===== src/rtl/inst_queue.sv =====
// Dual-issue instruction fetch queue between fetch and decode.
// Accepts 0-2 instructions per cycle in program order and presents the two oldest to decode.
// Optional statistics counters are enabled by defining INST_QUEUE_STATS_EN.
module inst_queue #(
    parameter int unsigned DEPTH  = 8,
    parameter int unsigned PC_W   = 32,
    parameter int unsigned INST_W = 32
) (
    input  logic              clk,
    input  logic              rst,
    input  logic              flush,
    input  logic [1:0]        in_issue,
    input  logic [PC_W-1:0]   in1_pc,
    input  logic [PC_W-1:0]   in1_npc,
    input  logic [INST_W-1:0] in1_inst,
    input  logic [PC_W-1:0]   in2_pc,
    input  logic [PC_W-1:0]   in2_npc,
    input  logic [INST_W-1:0] in2_inst,
    output logic              stop,
    input  logic [1:0]        deq_cnt,
    output logic [1:0]        out_valid,
    output logic [PC_W-1:0]   out1_pc,
    output logic [PC_W-1:0]   out1_npc,
    output logic [INST_W-1:0] out1_inst,
    output logic [PC_W-1:0]   out2_pc,
    output logic [PC_W-1:0]   out2_npc,
    output logic [INST_W-1:0] out2_inst
`ifdef INST_QUEUE_STATS_EN
    ,
    output logic [31:0]       stat_stall_cyc,
    output logic [31:0]       stat_flush_cnt
`endif
);

    localparam int unsigned AW = $clog2(DEPTH);
    localparam int unsigned CW = AW + 1;

    logic [PC_W-1:0]   pc_mem   [DEPTH];
    logic [PC_W-1:0]   npc_mem  [DEPTH];
    logic [INST_W-1:0] inst_mem [DEPTH];

    logic [AW-1:0] rd_q, rd_d, wr_q, wr_d;
    logic [AW-1:0] rd_p1, wr_p1;
    logic [CW-1:0] cnt_q, cnt_d;
    logic [CW-1:0] free_slots;
    logic [1:0]    deq_req, deq_n, enq_n;
    logic          enq_fire;
    logic          v1, v0;

    assign rd_p1      = rd_q + AW'(1);
    assign wr_p1      = wr_q + AW'(1);
    assign free_slots = CW'(DEPTH) - cnt_q;

    // Back-pressure from current occupancy only; ignores a same-cycle dequeue on purpose.
    always_comb begin
        stop     = !flush && (free_slots < CW'(2));
        enq_fire = (in_issue != 2'b00) && !stop && !flush;
        enq_n    = 2'd0;
        if (enq_fire) begin
            enq_n = (in_issue == 2'b11) ? 2'd2 : 2'd1;
        end
    end

    // Dequeue amount: requests of 3 act as 2, then clamp to what is held.
    always_comb begin
        deq_req = (deq_cnt == 2'd3) ? 2'd2 : deq_cnt;
        deq_n   = deq_req;
        if (cnt_q < CW'(deq_req)) begin
            deq_n = cnt_q[1:0];
        end
    end

    // Pointer and occupancy next state; flush empties the queue.
    always_comb begin
        rd_d  = rd_q + AW'(deq_n);
        wr_d  = wr_q + AW'(enq_n);
        cnt_d = cnt_q - CW'(deq_n) + CW'(enq_n);
        if (flush) begin
            rd_d  = '0;
            wr_d  = '0;
            cnt_d = '0;
        end
    end

    // Pointer/occupancy registers with synchronous reset.
    always_ff @(posedge clk) begin
        if (rst) begin
            rd_q  <= '0;
            wr_q  <= '0;
            cnt_q <= '0;
        end else begin
            rd_q  <= rd_d;
            wr_q  <= wr_d;
            cnt_q <= cnt_d;
        end
    end

    // Entry storage writes; the RAM itself is never reset.
    always_ff @(posedge clk) begin
        if (!rst && enq_fire) begin
            unique case (in_issue)
                2'b11: begin
                    pc_mem[wr_q]    <= in1_pc;
                    npc_mem[wr_q]   <= in1_npc;
                    inst_mem[wr_q]  <= in1_inst;
                    pc_mem[wr_p1]   <= in2_pc;
                    npc_mem[wr_p1]  <= in2_npc;
                    inst_mem[wr_p1] <= in2_inst;
                end
                2'b10: begin
                    pc_mem[wr_q]   <= in1_pc;
                    npc_mem[wr_q]  <= in1_npc;
                    inst_mem[wr_q] <= in1_inst;
                end
                2'b01: begin
                    pc_mem[wr_q]   <= in2_pc;
                    npc_mem[wr_q]  <= in2_npc;
                    inst_mem[wr_q] <= in2_inst;
                end
                default: ;
            endcase
        end
    end

    // Head and head+1 reads; invalid slots drive zero data.
    always_comb begin
        v1        = !flush && (cnt_q >= CW'(1));
        v0        = !flush && (cnt_q >= CW'(2));
        out_valid = {v1, v0};
        out1_pc   = '0;
        out1_npc  = '0;
        out1_inst = '0;
        out2_pc   = '0;
        out2_npc  = '0;
        out2_inst = '0;
        if (v1) begin
            out1_pc   = pc_mem[rd_q];
            out1_npc  = npc_mem[rd_q];
            out1_inst = inst_mem[rd_q];
        end
        if (v0) begin
            out2_pc   = pc_mem[rd_p1];
            out2_npc  = npc_mem[rd_p1];
            out2_inst = inst_mem[rd_p1];
        end
    end

`ifdef INST_QUEUE_STATS_EN
    // Saturating stall and flush counters, cleared only by reset.
    always_ff @(posedge clk) begin
        if (rst) begin
            stat_stall_cyc <= '0;
            stat_flush_cnt <= '0;
        end else begin
            if (stop && (in_issue != 2'b00) && (stat_stall_cyc != 32'hFFFF_FFFF)) begin
                stat_stall_cyc <= stat_stall_cyc + 32'd1;
            end
            if (flush && (stat_flush_cnt != 32'hFFFF_FFFF)) begin
                stat_flush_cnt <= stat_flush_cnt + 32'd1;
            end
        end
    end
`endif

endmodule


===== config.mk =====
export PLATFORM = sky130hd
export DESIGN_NAME = inst_queue
export DESIGN_NICKNAME = d
export VERILOG_FILES = /design/src/rtl/inst_queue.sv
export SDC_FILE = /design/constraint.sdc
export NUM_CORES = 2
export LEC_CHECK = 0
export CAP_MARGIN = 20
export CORE_UTILIZATION = 30
export CTS_CLUSTER_DIAMETER = 150
export CTS_CLUSTER_SIZE = 40
export DETAILED_ROUTE_END_ITERATION = 8
export GPL_ROUTABILITY_DRIVEN = 0
export GPL_TIMING_DRIVEN = 0
export PLACE_DENSITY = 0.48
export SYNTH_ARGS = -nofsm -noshare
export SYNTH_HDL_FRONTEND = slang
export SYNTH_SLANG_ARGS = --single-unit

===== constraint.sdc =====
create_clock -name clk -period 20.7 [get_ports clk]
set_clock_uncertainty 0.2 [all_clocks]
set_input_delay 4.14 -clock clk [delete_from_list [all_inputs] [get_ports clk]]
set_output_delay 4.14 -clock clk [all_outputs]
set_load 0.05 [all_outputs]

==> impl_metrics.py <==
metrics = {
    "synthesis": {
        "ys_types": 45,
        "netlist_instances": 3044,
        "synth_area_per_cell_um2": 14.5,
        "synth_edf_count": 768,
        "ys.flop_type": "edfxtp_1",
        "syn_area_um2": 44200,
        "ys_async_sr_fraction_pct": 0,
        "synth_area_leaders": "edfxtp_1 52%, mux4_2 20%, o2bb2ai_1 15%",
        "ys_seq_elements": 778,
        "yosysWarnings": 0,
        "yosys-top-cells-count": "768 x edfxtp_1, 768 x o2bb2ai_1, 384 x mux4_2, 292 x nand2_1, 135 x clkbuf_1",
        "synth-seq-area-share_pct": 52.6,
        "syn_nets": 3260,
        "synth.top_cell.area_share_pct": 52.2,
        "synth_area_leader_cell": "edfxtp_1",
    },
    "global_routing": {
        "grt_max_degree": 41,
        "grt_pass1_vias": 32500,
        "grt_usage_pct": 23.3,
        "grt_pass1_wl_um": 247000,
        "grt-ovfl-total": 0,
        "antenna_found_initial": 30,
    },
    "sta": {
        "fin_crit_sh_pct": 60.9,
        "worstMarginPinSlew_ns": 1.20,
        "fin_crit_ns": 12.60,
        "setup_viol": 0,
        "finalHoldViolations": 0,
        "worst_slack_ns": 8.10,
        "fmax_mhz": 79.4,
        "rsz0062_at_grt": "false",
        "maxSlewViolCount": 0,
        "fin_setup_tns_ns": 0,
        "slew-limit-headroom_pct": 19.9,
    },
    "power": {
        "total_power_mw": 5.20,
        "peakVddDrop_v": 0.0000844,
        "p_leak_nw": 15.1,
        "powerDensity_nw_per_um2": 101,
    },
    "critical_path": {
        "path_class": "in -> out",
        "start_kind": "primary input",
        "crit_family": "buffers and inverters",
        "crit_path_max_incr_delay_ns": 0.83,
        "cp-end-kind": "output pin",
        "path_cells": "clkdlybuf4s50_1 > a21o_1 > clkbuf_1 > clkbuf_1 > clkbuf_1 > a21oi_1 > clkdlybuf4s50_1",
        "critPathMaxFanout": 10,
        "crit_buf_inv": 5,
        "crit_arrival_ns": 8.26,
        "cp.required_ns": 16.36,
        "slowest_stage": "clkbuf_1",
        "crit_top_cell": "clkbuf_1",
    },
    "floorplan": {
        "dieArea_um2": 149000,
        "die_w_um": 386,
        "die-height_um": 386,
        "core-area_um2": 146000,
        "io_pins": 394,
        "initial_core_util_pct": 30.3,
        "fp-row-count": 140,
    },
    "final_layout": {
        "area_delta_synth_final_pct": 16.3,
        "drive_above_1_share_pct": 18.8,
        "fill_cells": 14200,
        "final_nets": 3630,
        "multiInputGateArea_um2": 19200,
        "final_util_pct": 35.2,
        "seq_area_um2": 23300,
    },
    "clock_tree": {
        "post_cts_buffers": 0,
        "clockBufferDepth": 3,
        "postCtsResizedCells": 0,
        "tritoncts": "yes",
        "cts_buffers": 27,
        "htree_levels": 1,
        "clockRootBuffer": "clkbuf_16",
        "hold_buffers": 0,
        "clkLatencyLatePin_ns": 0.67,
        "clkSinkCount": 778,
        "cts.reportedPaths.clkPinSlew_ns": 0.12,
    },
    "detailed_routing": {
        "routed_wl_um": 178000,
        "wl_per_cell_um": 33.3,
        "drt_iter0_markers": 3397,
        "drc_errors": 0,
        "ant_nets": 0,
        "vias_per_cell": 5.93,
        "vias": 31700,
        "firstDrtPassIters": 8,
    },
    "placement": {
        "dp_hpwl_um": 126000,
        "portBuffers": 297,
        "place_ws_ns": 8.09,
    },
    "job": {
        "cap_violations": 0,
    },
    "outcome": {
        "outcome": "finished clean",
    },
    "worst_hold_path": {
        "hp-class": "reg -> reg",
    },
}
[area by class of cell]
| type | instances | area share [%] |
|---|---|---|
| antenna | 6 | 0.0292 |
| buffer | 413 | 3.49 |
| clock buffer | 27 | 1.31 |
| clock inverter | 16 | 0.431 |
| inverter | 13 | 0.0950 |
| multi-input combinational | 1840 | 37.3 |
| sequential | 778 | 45.3 |
| tap | 1917 | 4.67 |
| timing repair buffer | 341 | 7.40 |
[flip-flops by register name, indices dropped and copies added (netlist names)]
| signal | flops |
|---|---|
| inst_mem | 256 |
| npc_mem | 256 |
| pc_mem | 256 |
| cnt_q | 4 |
| rd_q | 3 |
| wr_q | 3 |
[worst register-to-register path, delay by kind of cell, from the launching register on]
kind	cells	cell delay [ns]
and+or+nand+nor	3	0.53
adders and majority gates	3	1.10
AOI/OAI and AO/OA	3	0.59
xor gates and xnor gates	1	0.14
DFF	1	0.55
buffers and inverters	3	0.78
[path summary, 6_finish.rpt]
kind                            slack [ns]     endpoint  cells past startpoint     start
worst max-delay path                  8.10  out2_pc[11]                      7     flush
worst min-delay path                  0.45      wr_q[0]                      2   wr_q[0]
worst max register to register       16.72     cnt_q[3]                     13  cnt_q[1]
worst min register to register        0.45      wr_q[0]                      2   wr_q[0]
[placed cells by master, fill, tap and decap left out, types with 6 or more instances in the layout]
cell / netlist / layout
mux4_2: 384 / 384
mux2i_1: 96 / 96
xnor2_1: 7 / 7
buf_4: 9 / 10
nand2_1: 292 / 292
buf_1: 129 / 129
nor2_2: 6 / 6
edfxtp_1: 768 / 768
buf_6: 5 / 12
o2bb2ai_1: 768 / 768
ha_1: 13 / 13
nor3_1: 8 / 8
inv_1: 12 / 12
and2_1: 6 / 6
buf_12: 0 / 26
nor2_1: 114 / 109
clkdlybuf4s50_1: 0 / 297
diode_2: 0 / 6
clkbuf_16: 0 / 27
dfxtp_1: 10 / 10
buf_16: 0 / 6
a21oi_1: 101 / 100
clkbuf_1: 135 / 134
buf_2: 134 / 134
[layer usage]
metal	wire [um]	track usage [%]
met4	4210	5.13
met3	15600	4.81
met5	370	0.812
met2	85000	38.7
met1	73100	31.2
[kinds of logic after synthesis]
kind of cell | after synthesis | synth area share (%)
adder cells (fa/ha/maj) | 17 | 0.549
flip-flops | 778 | 52.6
multiplexers | 480 | 21.7
AO/OA/AOI/OAI | 889 | 16.7
buffers and inverters | 426 | 4.16
XOR/XNOR | 10 | 0.215
AND/OR/NAND/NOR | 444 | 4.04
[power breakdown]
group / switching [mW] / internal (mW) / leakage (nW)
combinational: 1.67 / 0.882 / 7.67
sequential: 0.0221 / 1.80 / 7.02
clock: 0.559 / 0.261 / 0.424
[per-stage QoR]
| step | std cells | hold WS (ns) | cell area (um2) |
|---|---|---|---|
| 2_1_floorplan | 3044 | 0.378 | 44200 |
| 3_3_place_gp | 5258 | 0.406 | 49600 |
| 3_5_place_dp | 5302 | 0.415 | 50500 |
| 4_1_cts | 5345 | 0.445 | 51400 |
| 5_1_grt | 5345 | 0.485 | 51400 |
| 6_report | 5351 | 0.447 | 51400 |
Note: power is estimated with default switching activity, not from simulation.
